`src/rtl/flag_catcher_pkg.sv`:
```
// Shared types and helpers for the shooting-flag LED receiver.
// Holds the FSM encoding, the known frame prefix and the symbol de-rotation.
package flag_catcher_pkg;

  typedef enum logic [1:0] {
    HUNT  = 2'd0,
    CHECK = 2'd1,
    LOCK  = 2'd2
  } fsm_state_t;

  localparam int FLAG_LEN_DEF   = 45;
  localparam int PREFIX_LEN_DEF = 5;
  localparam int IDX_W          = $clog2(FLAG_LEN_DEF);

  // "grey{" -- the fixed leading bytes every frame starts with.
  localparam logic [7:0] PREFIX [PREFIX_LEN_DEF] = '{8'd103, 8'd114, 8'd101, 8'd121, 8'd123};
  localparam logic [7:0] LEAD_BYTE = 8'd103;

  function automatic logic [7:0] rotr8(input logic [7:0] x, input logic [2:0] k);
    logic [15:0] dbl;
    dbl = {x, x} >> k;
    return dbl[7:0];
  endfunction

  // Out-of-range indices return 0 so callers never index past the table.
  function automatic logic [7:0] prefix_byte(input logic [IDX_W-1:0] i);
    logic [7:0] b;
    b = 8'h00;
    for (int j = 0; j < PREFIX_LEN_DEF; j++) begin
      if (i == IDX_W'(j)) b = PREFIX[j];
    end
    return b;
  endfunction

endpackage

```
`src/rtl/flag_catcher_sym.sv`:
```
// Symbol sampler: synchronizes the LED bus and strobes once per symbol at
// mid-symbol, re-centering its phase on every observed bus change.
module flag_sym_sampler #(
  parameter int SYM_CYCLES = 16
) (
  input  logic       clk,
  input  logic       rst,
  input  logic [7:0] cats,
  output logic [7:0] sym,
  output logic       sym_stb
);

  localparam int CNT_W = $clog2(SYM_CYCLES);
  localparam logic [CNT_W-1:0] RELOAD_FULL = CNT_W'(SYM_CYCLES - 1);
  localparam logic [CNT_W-1:0] RELOAD_HALF = CNT_W'(SYM_CYCLES / 2);

  logic [7:0]       sync_p0;
  logic [7:0]       sync_p1;
  logic [7:0]       prev_p2;
  logic [CNT_W-1:0] phase;
  logic             changed;

  assign changed = (sync_p1 != prev_p2);
  assign sym     = sync_p1;
  // A change on the same cycle the counter expires wins: realign instead of sampling.
  assign sym_stb = (phase == '0) && !changed;

  always_ff @(posedge clk) begin
    if (rst) begin
      sync_p0 <= '0;
      sync_p1 <= '0;
      prev_p2 <= '0;
      phase   <= RELOAD_FULL;
    end else begin
      // stage p0 -> p1 -> p2: two-flop synchronizer plus one-cycle history
      sync_p0 <= cats;
      sync_p1 <= sync_p0;
      prev_p2 <= sync_p1;
      if (changed) begin
        phase <= RELOAD_HALF;
      end else if (phase == '0) begin
        phase <= RELOAD_FULL;
      end else begin
        phase <= phase - 1'b1;
      end
    end
  end

endmodule

```
`src/rtl/flag_catcher.sv`:
```
// Shooting-flag receiver: aligns to the "grey{" prefix, de-rotates each
// symbol and streams recovered bytes over a valid/ready output.
module flag_catcher
  import flag_catcher_pkg::*;
#(
  parameter int CLK_FREQ   = 48_000_000,
  parameter int SYM_CYCLES = 2 * (CLK_FREQ / 30 + 1),
  parameter int FLAG_LEN   = 45,
  parameter int PREFIX_LEN = 5
) (
  input  logic             clk,
  input  logic             rst,
  input  logic [7:0]       cats,
  output logic [7:0]       out_data,
  output logic [IDX_W-1:0] out_idx,
  output logic             out_valid,
  input  logic             out_ready,
  output logic             locked,
  output logic             frame_done,
  output logic             overrun
);

  localparam logic [IDX_W-1:0] PFX_END  = IDX_W'(PREFIX_LEN);
  localparam logic [IDX_W-1:0] PFX_LAST = IDX_W'(PREFIX_LEN - 1);
  localparam logic [IDX_W-1:0] IDX_LAST = IDX_W'(FLAG_LEN - 1);

  logic [7:0]       sym;
  logic             sym_stb;

  fsm_state_t       state, state_nxt;
  logic [IDX_W-1:0] idx, idx_nxt;
  logic             locked_nxt;

  logic [7:0]       rot;
  logic             prefix_ok;
  logic             emit;
  logic             emit_last;

  flag_sym_sampler #(
    .SYM_CYCLES(SYM_CYCLES)
  ) u_sampler (
    .clk    (clk),
    .rst    (rst),
    .cats   (cats),
    .sym    (sym),
    .sym_stb(sym_stb)
  );

  assign rot       = rotr8(sym, idx[2:0]);
  assign prefix_ok = (rot == prefix_byte(idx));

  // State register
  always_ff @(posedge clk) begin
    if (rst) begin
      state  <= HUNT;
      idx    <= '0;
      locked <= 1'b0;
    end else begin
      state  <= state_nxt;
      idx    <= idx_nxt;
      locked <= locked_nxt;
    end
  end

  // Next-state logic; everything advances only on a sample strobe
  always_comb begin
    state_nxt  = state;
    idx_nxt    = idx;
    locked_nxt = locked;
    if (sym_stb) begin
      case (state)
        HUNT: begin
          if (sym == LEAD_BYTE) begin
            state_nxt = CHECK;
            idx_nxt   = IDX_W'(1);
          end
        end
        CHECK: begin
          if (prefix_ok) begin
            if (idx == PFX_LAST) begin
              state_nxt  = LOCK;
              idx_nxt    = PFX_END;
              locked_nxt = 1'b1;
            end else begin
              idx_nxt = idx + 1'b1;
            end
          end else if (sym == LEAD_BYTE) begin
            idx_nxt = IDX_W'(1);
          end else begin
            state_nxt = HUNT;
            idx_nxt   = '0;
          end
        end
        LOCK: begin
          // Inside LOCK the prefix of every new frame is re-verified.
          if (idx < PFX_END) begin
            if (prefix_ok) begin
              idx_nxt = idx + 1'b1;
            end else begin
              state_nxt  = HUNT;
              idx_nxt    = '0;
              locked_nxt = 1'b0;
            end
          end else begin
            idx_nxt = (idx == IDX_LAST) ? '0 : idx + 1'b1;
          end
        end
        default: begin
          state_nxt  = HUNT;
          idx_nxt    = '0;
          locked_nxt = 1'b0;
        end
      endcase
    end
  end

  // Output decode: which strobes produce a payload byte
  always_comb begin
    emit      = 1'b0;
    emit_last = 1'b0;
    if (sym_stb && (state == LOCK) && (idx >= PFX_END)) begin
      emit      = 1'b1;
      emit_last = (idx == IDX_LAST);
    end
  end

  // Output register with valid/ready hold and sticky overrun
  always_ff @(posedge clk) begin
    if (rst) begin
      out_data   <= '0;
      out_idx    <= '0;
      out_valid  <= 1'b0;
      frame_done <= 1'b0;
      overrun    <= 1'b0;
    end else begin
      frame_done <= 1'b0;
      if (out_valid && out_ready) begin
        out_valid <= 1'b0;
      end
      if (emit) begin
        if (out_valid && !out_ready) begin
          overrun <= 1'b1;
        end else begin
          out_data   <= rot;
          out_idx    <= idx;
          out_valid  <= 1'b1;
          frame_done <= emit_last;
        end
      end
    end
  end

endmodule

```
`config.mk`:
```
export PLATFORM = sky130hd
export DESIGN_NAME = flag_catcher
export DESIGN_NICKNAME = d
export VERILOG_FILES = /design/src/rtl/flag_catcher_pkg.sv /design/src/rtl/flag_catcher_sym.sv /design/src/rtl/flag_catcher.sv
export SDC_FILE = /design/constraint.sdc
export NUM_CORES = 1
export LEC_CHECK = 0
export BUFFER_PORTS_ARGS = -buffer_cell sky130_fd_sc_hd__buf_2
export CORE_MARGIN = 2
export CORE_UTILIZATION = 40
export DETAILED_ROUTE_END_ITERATION = 10
export MAX_ROUTING_LAYER = met4
export PLACE_DENSITY = 0.67
export SETUP_SLACK_MARGIN = 0.15
export SLEW_MARGIN = 20
export SYNTH_ARGS = -nofsm -noshare
export SYNTH_HDL_FRONTEND = slang
export SYNTH_HIERARCHICAL = 1
export SYNTH_SLANG_ARGS = --single-unit
```
`constraint.sdc`:
```
create_clock -name clk -period 6 [get_ports clk]
set_input_delay 1.2 -clock clk [delete_from_list [all_inputs] [get_ports clk]]
set_output_delay 1.2 -clock clk [all_outputs]
set_load 0.05 [all_outputs]
```
==> impl_metrics.yaml <==
final_layout:
  syn_to_final_growth_pct: 11.4
  fin_util_pct: 46.5
  final_area_sq_um: 3860
  antenna_cells: 0
  nNetsFinal: 397
  drive_above_1_share_pct: 17.0
  fillCellCount: 798
  fin_cells: 488
die:
  core_sq_um: 8300
  start_util_pct: 41.7
  rows: 33
  ioPinCount: 29
  die_x_um: 97.1
  die-area_sq_um: 9420
  die_height_um: 97.1
placement:
  place_area_sq_um: 3670
  gp_congestion: 0.905
  place_hpwl_um: 4460
  dp.cells: 473
  io_buffers: 28
pwr:
  p_leak_uw: 0.00140
  powerDensity_nw_per_um2: 246
  peakVddDrop_v: 0.000175
sta:
  hold_violations: 0
  grt_setup_unrepaired: "no"
  worst_pin_slew_ns: 0.972
  period_needed_ns: 3.46
  slew_viol_final: 0
  fmax_ghz: 0.289
  fin_hold_ws_ns: 0.434
  relSlewSlack_pct: 35.2
  setup_violations: 0
  clock_skew_ns: 0.00967
  setup_tns_ns: 0
  finalCritPeriodShare_pct: 57.7
detailed_routing:
  routedWlPerCell_um: 13.5
  viasPerCell: 5.22
  postRouteAntennaNets: 0
  detail_route.iter0.violations: 98
  drtPass1Iterations: 4
  vias: 2548
  wl_um: 6600
  drc: 0
critical_path:
  regToRegEndpoint: "idx[0]"
  crit_type: "flop to flop"
  crit_buf_inv: 1
  crit_slowest_cell: "dfxtp_1"
  cp-start-kind: "flop"
  arrival_ns: 3.71
  crit_required_ns: 6.25
  cp_max_fo: 10
  reg2reg_from: "idx[1]"
  crit_path_end_kind: "flop"
  cp_top_family: "compound AO/OA/AOI/OAI gates"
  path_cells: "clkinv_1 > ha_1 > or3_1 > a21oi_1 > o211a_1 > o211ai_1 > a211oi_4 > mux2i_1 > a21oi_1 > o31a_1"
  crit_top_cell: "a21oi_1"
  reg2regPathDepth: 10
  max_stage_delay_ns: 0.62
  r2r_slack_ns: 2.54
logic_synthesis:
  netlist_instances: 356
  synth_flop_cell: "dfxtp_1"
  seq_area_frac_synth_pct: 41.6
  ys_types: 58
  ys_seq_elements: 72
  syn-cell-area_sq_um: 3460
  syn_avg_cell_area_sq_um: 9.73
  synth.net_count: 374
  synth_edf_count: 0
  ys_async_sr_fraction_pct: 0
  yosys_warnings: 6
hold_path:
  hp-start: "u_sampler/phase[0]"
  hold_depth: 1
  worstHoldPathType: "flop to flop"
  hold_path_end: "u_sampler/phase[0]"
run:
  drv_cap: 0
clock_network:
  cts_tree: "yes"
  htreeDepth: 3
  hold_buffers: 0
  clk_latency_ns: 0.35
  numCtsBuffers: 9
  clk_pin_slew_ns: 0.08
  post_cts_resized: 0
  ctsLongestPathBuffers: 2
  root_buffer: "clkbuf_8"
  postCtsSetupBuffers: 0
  cts.sinks: 72
global_route:
  grt_pass1_wl_um: 11200
  grt_max_degree: 56
  antenna_found_initial: 0
  grt_use_total_pct: 14.9
  first_global_vias: 2390
  gr-total-overflow: 0
status:
  status: "finished, final reports clean"
metrics by stage:
step           setup WS, ns  total power [uW]
2_1_floorplan          2.99               572
3_3_place_gp           2.66               587
3_5_place_dp           2.55               590
4_1_cts                2.55               964
5_1_grt                2.25               990
6_report               2.54               948
how the worst max path moves through the flow:
stage | startpoint | end | slack, ns | depth (start not counted)
after floorplan | idx[0] | idx[0] | 2.99 | 12
after global placement | idx[0] | idx[0] | 2.66 | 8
after detailed placement | idx[1] | idx[0] | 2.55 | 10
after CTS | idx[1] | idx[0] | 2.55 | 10
after global routing | idx[1] | idx[0] | 2.25 | 10
final | idx[1] | idx[0] | 2.54 | 10
synth_stat cells, types with 2 or more instances:
cell type	count	area [sq um]
a21o_1	3	22.5
a21oi_1	16	80.1
nand4_1	6	37.5
dfxtp_1	72	1440
xnor2_1	24	210
nor2b_1	28	175
nand2b_1	5	31.3
buf_1	2	7.51
clkbuf_1	10	37.5
o21ai_0	3	15.0
a31oi_1	2	12.5
nor2_1	47	176
nand2_1	15	56.3
ha_1	7	87.6
nor4_1	4	25.0
nand3_2	2	20.0
nand3b_1	2	15.0
mux2i_1	14	140
a22oi_1	2	15.0
or3_1	4	25.0
o22a_1	2	17.5
o41a_1	2	22.5
and3b_1	2	17.5
o31ai_1	2	15.0
o211ai_1	2	15.0
nor4_2	3	37.5
xor2_1	7	61.3
nor3b_1	2	15.0
o21a_1	3	22.5
buf_2	5	25.0
nand3_1	5	25.0
inv_1	7	26.3
a211oi_1	8	60.1
nor3_1	7	35.0
mux4_2	8	180
per-layer routing:
layer / track usage (%) / up-vias / routed length, um
li1: - / 1299 / -
met1: 18.5 / 1190 / 3240
met2: 22.6 / 47 / 2960
met3: 4.68 / 12 / 277
met4: 6.39 / 0 / 122
met5: - / - / 0
registers in the layout, indices dropped and copies added, names as in the netlist:
name               cells
out_idx                6
u_sampler/sync_p0      8
frame_done             1
idx                    6
u_sampler/sym          8
u_sampler/prev_p2      8
u_sampler/phase       22
overrun                1
out_valid              1
state                  2
out_data               8
locked                 1
cells by family after synthesis:
kind of cell	after synthesis	synth area share [%]
multiplexers	23	9.90
buffers and inverters	25	2.89
AND/OR/NAND/NOR	141	23.2
adder cells (fa/ha/maj)	7	2.53
flip-flops	72	41.6
XOR/XNOR	31	7.84
AO/OA/AOI/OAI	57	12.0
area by class of cell:
class                      instances  area [sq um]  share of cell area (%)
sequential                        72          1440                    37.3
clock buffer                      10           128                    3.31
multi-input combinational        259          1920                    49.8
timing repair buffer              29           148                    3.82
tap                              105           131                    3.40
inverter                           8          30.0                   0.778
clock inverter                     5          58.8                    1.52
placed cells by master, fill, tap and decap left out, types with 6 or more instances in the layout:
master	netlist	final
nor2b_1	28	28
mux2i_1	14	14
xor2_1	7	7
nor3_1	7	7
nor2_1	47	47
buf_2	5	28
a21oi_1	16	16
clkbuf_8	0	9
nand2_1	15	15
inv_1	7	7
mux4_2	8	8
ha_1	7	7
dfxtp_1	72	72
nand4_1	6	6
xnor2_1	24	24
a211oi_1	8	8
worst reg2reg max path, stage by stage (launching register included):
cell and delay (ns):
dfxtp_1 0.62, clkinv_1 0.39, ha_1 0.35, or3_1 0.39, a21oi_1 0.25, o211a_1 0.17
o211ai_1 0.15, a211oi_4 0.45, mux2i_1 0.23, a21oi_1 0.08, o31a_1 0.28
report_power, final:
part	leakage, uW	internal, uW	total (uW)	switching [uW]
Sequential	0.000587	494	510	16.0
Combinational	0.000720	31.4	68.7	37.2
Clock	0.0000883	190	370	180
No activity file was read; power rests on OpenSTA's default activity.
